[config.mk]
export PLATFORM = sky130hd
export DESIGN_NAME = multicycle_control_unit_flat
export DESIGN_NICKNAME = d
export VERILOG_FILES = /design/src/rtl/multicycle_control_unit_if.sv /design/src/rtl/multicycle_control_unit.sv /design/src/flat_wrapper.sv
export SDC_FILE = /design/constraint.sdc
export NUM_CORES = 1
export LEC_CHECK = 0
export ABC_CLOCK_PERIOD_IN_PS = 3550
export CORE_MARGIN = 1.5
export CORE_UTILIZATION = 30
export DETAILED_ROUTE_END_ITERATION = 16
export PLACE_DENSITY = 0.72
export RECOVER_POWER = 50
export SYNTH_ARGS = -nofsm -noshare
export SYNTH_HDL_FRONTEND = slang
export SYNTH_SLANG_ARGS = --single-unit
[constraint.sdc]
create_clock -name clk -period 3.55 [get_ports clk]
set_clock_uncertainty 0.15 [all_clocks]
set_input_delay 0.5325 -clock clk [delete_from_list [all_inputs] [get_ports clk]]
set_output_delay 0.5325 -clock clk [all_outputs]
set_load 0.02 [all_outputs]
[src/rtl/multicycle_control_unit_if.sv]
// rtl/multicycle_control_unit_if.sv - controller <-> datapath signal bundle
//
// Purpose: groups the instruction/flag inputs and the datapath control outputs
//          of the multicycle sequencer into one bundle.
// Signals:
//   Instr[31:0]     instruction-register word from the datapath
//   ALUFlags[3:0]   live ALU flags {N,Z,C,V}
//   PCWrite, AdrSrc, MemWrite, IRWrite, RegWrite       enables / selects
//   ResultSrc[1:0], ALUSrcA, ALUSrcB[1:0], ALUControl[1:0]
//   ImmSrc[1:0], RegSrc[1:0]                           decode outputs
//   Flags[3:0]      registered NZCV
//   State[3:0]      current sequencer state (debug)
// Modports: master = controller side, slave = datapath side.
interface multicycle_control_unit_if;
  logic [31:0] Instr;
  logic [3:0]  ALUFlags;
  logic        PCWrite;
  logic        AdrSrc;
  logic        MemWrite;
  logic        IRWrite;
  logic [1:0]  ResultSrc;
  logic        ALUSrcA;
  logic [1:0]  ALUSrcB;
  logic [1:0]  ALUControl;
  logic [1:0]  ImmSrc;
  logic [1:0]  RegSrc;
  logic        RegWrite;
  logic [3:0]  Flags;
  logic [3:0]  State;

  modport master (
    input  Instr, ALUFlags,
    output PCWrite, AdrSrc, MemWrite, IRWrite, ResultSrc, ALUSrcA, ALUSrcB,
           ALUControl, ImmSrc, RegSrc, RegWrite, Flags, State
  );

  modport slave (
    output Instr, ALUFlags,
    input  PCWrite, AdrSrc, MemWrite, IRWrite, ResultSrc, ALUSrcA, ALUSrcB,
           ALUControl, ImmSrc, RegSrc, RegWrite, Flags, State
  );
endinterface

[src/rtl/multicycle_control_unit.sv]
// rtl/multicycle_control_unit.sv - multicycle ARM-subset sequencing controller
//
// Purpose: decodes the instruction-register word and steps a state machine
//          that drives datapath selects, ALU operation and write enables
//          (2-5 cycles per instruction). Holds NZCV and evaluates conditions.
// Ports:
//   clk    system clock, all state on posedge
//   reset  synchronous, active-high
//   bus    multicycle_control_unit_if.master (Instr/ALUFlags in, controls out)
module multicycle_control_unit (
  input  logic                          clk,
  input  logic                          reset,
  multicycle_control_unit_if.master     bus
);

  typedef enum logic [3:0] {
    FETCH    = 4'd0,
    DECODE   = 4'd1,
    MEMADR   = 4'd2,
    MEMREAD  = 4'd3,
    MEMWB    = 4'd4,
    MEMWRITE = 4'd5,
    EXECR    = 4'd6,
    EXECI    = 4'd7,
    ALUWB    = 4'd8,
    BRANCH   = 4'd9
  } state_t;

  state_t      state;
  state_t      next_state;
  logic [3:0]  flags;

  logic [3:0]  cond;
  logic [1:0]  op;
  logic [5:0]  funct;
  logic [3:0]  rd;
  logic [3:0]  cmd;
  logic        is_cmp;
  logic        set_flags;
  logic        rd_is_pc;
  logic        cond_ex;
  logic [1:0]  dp_alu;

  logic        pc_write;
  logic        adr_src;
  logic        mem_write;
  logic        ir_write;
  logic [1:0]  result_src;
  logic        alu_src_a;
  logic [1:0]  alu_src_b;
  logic [1:0]  alu_control;
  logic        reg_write;

  logic        unused_instr_bits;

  assign cond      = bus.Instr[31:28];
  assign op        = bus.Instr[27:26];
  assign funct     = bus.Instr[25:20];
  assign rd        = bus.Instr[15:12];
  assign cmd       = funct[4:1];
  assign is_cmp    = (cmd == 4'b1010);
  assign set_flags = funct[0] | is_cmp;
  assign rd_is_pc  = (rd == 4'd15);

  assign unused_instr_bits = ^{bus.Instr[19:16], bus.Instr[11:0]};

  // Condition check against the registered flags {N,Z,C,V}.
  always_comb begin
    cond_ex = 1'b0;
    case (cond)
      4'b0000: cond_ex = flags[2];
      4'b0001: cond_ex = ~flags[2];
      4'b0010: cond_ex = flags[1];
      4'b0011: cond_ex = ~flags[1];
      4'b0100: cond_ex = flags[3];
      4'b0101: cond_ex = ~flags[3];
      4'b0110: cond_ex = flags[0];
      4'b0111: cond_ex = ~flags[0];
      4'b1000: cond_ex = flags[1] & ~flags[2];
      4'b1001: cond_ex = ~flags[1] | flags[2];
      4'b1010: cond_ex = (flags[3] == flags[0]);
      4'b1011: cond_ex = (flags[3] != flags[0]);
      4'b1100: cond_ex = ~flags[2] & (flags[3] == flags[0]);
      4'b1101: cond_ex = flags[2] | (flags[3] != flags[0]);
      4'b1110: cond_ex = 1'b1;
      default: cond_ex = 1'b0;
    endcase
  end

  // Data-processing ALU op; CMP is a SUB whose result is discarded.
  always_comb begin
    dp_alu = 2'b00;
    case (cmd)
      4'b0100: dp_alu = 2'b00;
      4'b0010: dp_alu = 2'b01;
      4'b0000: dp_alu = 2'b10;
      4'b1100: dp_alu = 2'b11;
      4'b1010: dp_alu = 2'b01;
      default: dp_alu = 2'b00;
    endcase
  end

  always_ff @(posedge clk) begin
    if (reset) begin
      state <= FETCH;
      flags <= 4'b0000;
    end else begin
      state <= next_state;
      if (((state == EXECR) || (state == EXECI)) && set_flags)
        flags <= bus.ALUFlags;
    end
  end

  always_comb begin
    next_state  = FETCH;
    pc_write    = 1'b0;
    adr_src     = 1'b0;
    mem_write   = 1'b0;
    ir_write    = 1'b0;
    result_src  = 2'b00;
    alu_src_a   = 1'b0;
    alu_src_b   = 2'b00;
    alu_control = 2'b00;
    reg_write   = 1'b0;
    case (state)
      FETCH: begin
        ir_write   = 1'b1;
        pc_write   = 1'b1;
        alu_src_a  = 1'b1;
        alu_src_b  = 2'b10;
        result_src = 2'b10;
        next_state = DECODE;
      end
      DECODE: begin
        alu_src_a  = 1'b1;
        alu_src_b  = 2'b10;
        result_src = 2'b10;
        if (!cond_ex || op == 2'b11)
          next_state = FETCH;
        else if (op == 2'b01)
          next_state = MEMADR;
        else if (op == 2'b10)
          next_state = BRANCH;
        else if (funct[5])
          next_state = EXECI;
        else
          next_state = EXECR;
      end
      MEMADR: begin
        alu_src_b  = 2'b01;
        next_state = funct[0] ? MEMREAD : MEMWRITE;
      end
      MEMREAD: begin
        adr_src    = 1'b1;
        next_state = MEMWB;
      end
      MEMWB: begin
        result_src = 2'b01;
        reg_write  = 1'b1;
        pc_write   = rd_is_pc;
      end
      MEMWRITE: begin
        adr_src   = 1'b1;
        mem_write = 1'b1;
      end
      EXECR, EXECI: begin
        alu_src_b   = (state == EXECI) ? 2'b01 : 2'b00;
        alu_control = dp_alu;
        next_state  = is_cmp ? FETCH : ALUWB;
      end
      ALUWB: begin
        reg_write = 1'b1;
        pc_write  = rd_is_pc;
      end
      BRANCH: begin
        alu_src_b  = 2'b01;
        result_src = 2'b10;
        pc_write   = 1'b1;
      end
      default: next_state = FETCH;
    endcase
  end

  // Architectural writes are suppressed while reset is held so an abandoned
  // instruction cannot commit anything in the reset cycle.
  assign bus.PCWrite    = pc_write  & ~reset;
  assign bus.MemWrite   = mem_write & ~reset;
  assign bus.IRWrite    = ir_write  & ~reset;
  assign bus.RegWrite   = reg_write & ~reset;
  assign bus.AdrSrc     = adr_src;
  assign bus.ResultSrc  = result_src;
  assign bus.ALUSrcA    = alu_src_a;
  assign bus.ALUSrcB    = alu_src_b;
  assign bus.ALUControl = alu_control;
  assign bus.ImmSrc     = op;
  assign bus.RegSrc     = {(op == 2'b01) & ~funct[0], (op == 2'b10)};
  assign bus.Flags      = flags;
  assign bus.State      = state;

endmodule

[src/flat_wrapper.sv]
// flat-port wrapper written by rule: the top's interface ports become plain ports
module multicycle_control_unit_flat 
  (clk, reset, bus_Instr, bus_ALUFlags, bus_PCWrite, bus_AdrSrc, bus_MemWrite, bus_IRWrite, bus_ResultSrc, bus_ALUSrcA, bus_ALUSrcB, bus_ALUControl, bus_ImmSrc, bus_RegSrc, bus_RegWrite, bus_Flags, bus_State);
  multicycle_control_unit_if bus_i ();
  input  logic clk;
  input  logic reset;
  input wire logic [$bits(bus_i.Instr)-1:0] bus_Instr;
  input wire logic [$bits(bus_i.ALUFlags)-1:0] bus_ALUFlags;
  output wire logic [$bits(bus_i.PCWrite)-1:0] bus_PCWrite;
  output wire logic [$bits(bus_i.AdrSrc)-1:0] bus_AdrSrc;
  output wire logic [$bits(bus_i.MemWrite)-1:0] bus_MemWrite;
  output wire logic [$bits(bus_i.IRWrite)-1:0] bus_IRWrite;
  output wire logic [$bits(bus_i.ResultSrc)-1:0] bus_ResultSrc;
  output wire logic [$bits(bus_i.ALUSrcA)-1:0] bus_ALUSrcA;
  output wire logic [$bits(bus_i.ALUSrcB)-1:0] bus_ALUSrcB;
  output wire logic [$bits(bus_i.ALUControl)-1:0] bus_ALUControl;
  output wire logic [$bits(bus_i.ImmSrc)-1:0] bus_ImmSrc;
  output wire logic [$bits(bus_i.RegSrc)-1:0] bus_RegSrc;
  output wire logic [$bits(bus_i.RegWrite)-1:0] bus_RegWrite;
  output wire logic [$bits(bus_i.Flags)-1:0] bus_Flags;
  output wire logic [$bits(bus_i.State)-1:0] bus_State;
  assign bus_i.Instr = bus_Instr;
  assign bus_i.ALUFlags = bus_ALUFlags;
  assign bus_PCWrite = bus_i.PCWrite;
  assign bus_AdrSrc = bus_i.AdrSrc;
  assign bus_MemWrite = bus_i.MemWrite;
  assign bus_IRWrite = bus_i.IRWrite;
  assign bus_ResultSrc = bus_i.ResultSrc;
  assign bus_ALUSrcA = bus_i.ALUSrcA;
  assign bus_ALUSrcB = bus_i.ALUSrcB;
  assign bus_ALUControl = bus_i.ALUControl;
  assign bus_ImmSrc = bus_i.ImmSrc;
  assign bus_RegSrc = bus_i.RegSrc;
  assign bus_RegWrite = bus_i.RegWrite;
  assign bus_Flags = bus_i.Flags;
  assign bus_State = bus_i.State;
  multicycle_control_unit u_core (.clk(clk), .reset(reset), .bus(bus_i));
endmodule
==> insert_results.sql <==
INSERT INTO impl_metrics (metric_group, metric, value, unit) VALUES
('final_layout', 'final_cell_area', '0.00128', 'mm^2'),
('sta', 'worst_slew_pin_slew', '547', 'ps'),
('synth', 'yosysWarnings', '0', ''),
('placed_design', 'dpl.hpwl', '1810', 'um'),
('sta', 'fin_setup_tns', '0', 'ps'),
('placed_design', 'place_area', '0.00126', 'mm^2'),
('final_layout', 'area_growth_syn_to_layout', '54.2', '%'),
('synth', 'synth-seq-area-share', '19.3', '%'),
('synth', 'synth.cell_area', '831', 'um^2'),
('synth', 'async_flop_share', '0', '%'),
('grt', 'grt_first_pass_wirelength', '3940', 'um'),
('clock_tree', 'cts_buffers', '3', ''),
('routing', 'wl', '2290', 'um'),
('routing', 'avgViaCountPerCell', '5.30', ''),
('synth', 'compound_gate_portion_of_the_synthesized_area', '19.4', '%'),
('routing', 'wl_per_cell', '13.0', 'um'),
('placed_design', 'port_buffers', '45', ''),
('sta', 'max_freq', '350', 'MHz'),
('clock_tree', 'cts_post_setup_buffers_inserted', '0', ''),
('hold_path', 'cell_depth_of_the_worst_hold_path', '2', ''),
('clock_tree', 'clock_sinks', '8', ''),
('die', 'floorplan.die.width', '55.6', 'um'),
('power', 'power_per_cell_area', '224', 'mW/mm^2'),
('synth', 'number_of_nets_produced_by_synthesis', '148', ''),
('sta', 'final-hold-violation-count', '0', ''),
('die', 'die_y', '55.6', 'um'),
('critical_path', 'path_delay_family', 'buffers and inverters', ''),
('grt', 'grt_pass1_vias', '894', ''),
('critical_path', 'critPathMaxFanout', '3', ''),
('routing', 'via_count', '938', ''),
('synth', 'post_synth.cell_area_avg', '7.84', 'um^2'),
('synth', 'synth.mux.area_fraction', '8.58', '%'),
('sta', 'grt_setup_unrepaired', 'no', ''),
('die', 'boundaryPins', '62', ''),
('critical_path', 'timing.critical_path.buf_inv', '2', ''),
('placed_design', 'final_weighted_congestion_in_routability_driven_placement', '0.851', ''),
('die', 'initial_core_util', '32.6', '%'),
('power', 'ir_drop', '0.110', 'mV'),
('critical_path', 'critical_path.reg2reg.endpoint', 'u_core.bus.State[3]', ''),
('final_layout', 'layoutNonFillerInstCount', '177', ''),
('hold_path', 'hold_end', 'u_core.bus.Flags[1]', ''),
('clock_tree', 'cts_resizes', '0', ''),
('clock_tree', 'clock-root-buffer', 'sky130_fd_sc_hd__clkbuf_4', ''),
('routing', 'detailedRoute.firstIterationViolations', '19', ''),
('sta', 'finalSetupViolations', '0', ''),
('critical_path', 'cp_data_arrival_time', '2180', 'ps'),
('synth', 'synth_cells', '106', ''),
('clock_tree', 'clock_tree_from_tritoncts', 'done', ''),
('final_layout', 'antenna_cells_inserted', '0', ''),
('critical_path', 'timing.setup.critical_path_class', 'in -> out', ''),
('final_layout', 'post_route_cells_drive_above_1_share', '6.80', '%'),
('routing', 'dr.pass1.iters', '4', ''),
('clock_tree', 'ctsHoldBuffers', '0', ''),
('grt', 'grt_overflow_total', '0', ''),
('sta', 'post-route-period-util', '80.6', '%'),
('routing', 'detail-route-antenna-nets', '0', ''),
('die', 'standard_cell_core_area', '0.00254', 'mm^2'),
('job', 'timing.max_cap.violations', '0', ''),
('status', 'run_status', 'finished clean', ''),
('die', 'row_count', '18', ''),
('critical_path', 'slowest_stage', 'sky130_fd_sc_hd__clkdlybuf4s50_1', ''),
('clock_tree', 'clock_latency_of_the_later_clocked_register_in_the_worst_skew_pair', '240', 'ps'),
('critical_path', 'worstPathRequired', '2870', 'ps'),
('die', 'die_area', '0.00309', 'mm^2'),
('sta', 'final.min_clock_period', '2860', 'ps'),
('hold_path', 'hold_class', 'reg -> reg', ''),
('synth', 'synth_top_family_by_area', 'simple AND/OR/NAND/NOR gates', ''),
('final_layout', 'postLayoutCoreUtil', '50.3', '%'),
('critical_path', 'critical_path.max_stage_delay', '630', 'ps'),
('critical_path', 'worst_setup_path_start_kind', 'input port', ''),
('synth', 'synthesized_area_fraction_occupied_by_xor_and_xnor_cells', '3.16', '%');
[placed cells by master (no fill, tap or decap), drive strengths merged, types with 4 or more instances in the layout]
master / synthesis / final
ha: 4 / 4
dfxtp: 8 / 8
dlygate4sd3: 0 / 13
mux2i: 6 / 6
clkdlybuf4s50: 0 / 32
nand2: 11 / 11
nor3: 4 / 4
nor2: 13 / 13
[power by group]
part           internal, W  switching (W)  leakage (nW)
Combinational    0.0000630      0.0000569         0.464
Sequential       0.0000930     0.00000824        0.0649
Clock            0.0000385      0.0000279        0.0138
Total             0.000194      0.0000930         0.542
[cell families after synthesis]
group	Yosys count
DFF	8
muxes	7
xor gates and xnor gates	3
adders and majority gates	4
and+or+nand+nor	53
buffers and inverters	11
AOI/OAI and AO/OA	20
[synth_stat cells, drive strengths merged (2+ instances only)]
master / number / area, um^2
mux2i: 6 / 60.1
nand4: 2 / 12.5
nand2: 11 / 41.3
nor3: 4 / 20.0
o32ai: 2 / 17.5
a21o: 3 / 23.8
xnor2: 2 / 17.5
o22ai: 2 / 12.5
nor4bb: 2 / 20.0
inv: 3 / 11.3
ha: 4 / 50.1
a221oi: 3 / 38.8
nor4: 3 / 18.8
dfxtp: 8 / 160
nand3: 2 / 10.0
nand2b: 3 / 18.8
o21ai: 3 / 15.0
nor2b: 3 / 18.8
nor2: 13 / 48.8
and2b: 2 / 15.0
buf: 7 / 63.8
[state kept, by name, summed over array words and instances, names as in the netlist]
signal            count
u_core.bus.Flags      4
u_core.bus.State      4
[cell type report]
cell class                      count  area, um^2  area share [%]
Multi-Input combinational cell     87         592            46.2
Timing Repair Buffer               46         458            35.7
Sequential cell                     8         160            12.5
Tap cell                           30        37.5            2.93
Clock buffer                        3        22.5            1.76
Inverter                            3        11.3           0.879
[routing by layer]
layer  up-vias  wire length (um)  GRT usage, %  part of all wire, %
met3         4               117          2.56                  5.1
met4         0                31          6.27                  1.4
met2        28              1150          24.8                   50
li1        471                 -             -                    -
met5         -                 0             0                    0
met1       435               995          19.7                   43
[worst max path at each step]
stage | to | startpoint | cells past startpoint | slack, ps
floorplan | bus_ALUControl[1] | u_core.bus.State[2] | 3 | 1260
global placement | bus_ALUControl[0] | bus_Instr[23] | 5 | 740
detailed placement | bus_PCWrite | reset | 5 | 710
CTS | bus_PCWrite | reset | 5 | 710
global route | bus_PCWrite | reset | 5 | 530
finish | bus_ALUControl[0] | bus_Instr[24] | 5 | 690
[worst reg2reg max path, stage by stage, from the launching register on]
cell and delay (ps):
sky130_fd_sc_hd__dfxtp_1 440, sky130_fd_sc_hd__xnor2_1 160, sky130_fd_sc_hd__a221oi_2 250, sky130_fd_sc_hd__o221ai_1 160
sky130_fd_sc_hd__a221oi_2 420, sky130_fd_sc_hd__o32ai_1 130
[per-stage QoR]
| stage | setup slack (ps) | power (W) | hold slack, ps |
|---|---|---|---|
| floorplan | 1260 | 0.000168 | 476 |
| global placement | 743 | 0.000224 | 424 |
| detailed placement | 710 | 0.000225 | 452 |
| CTS | 711 | 0.000294 | 453 |
| global route | 530 | 0.000306 | 493 |
| finish | 689 | 0.000287 | 447 |
No activity file was read; power rests on OpenSTA's default activity.
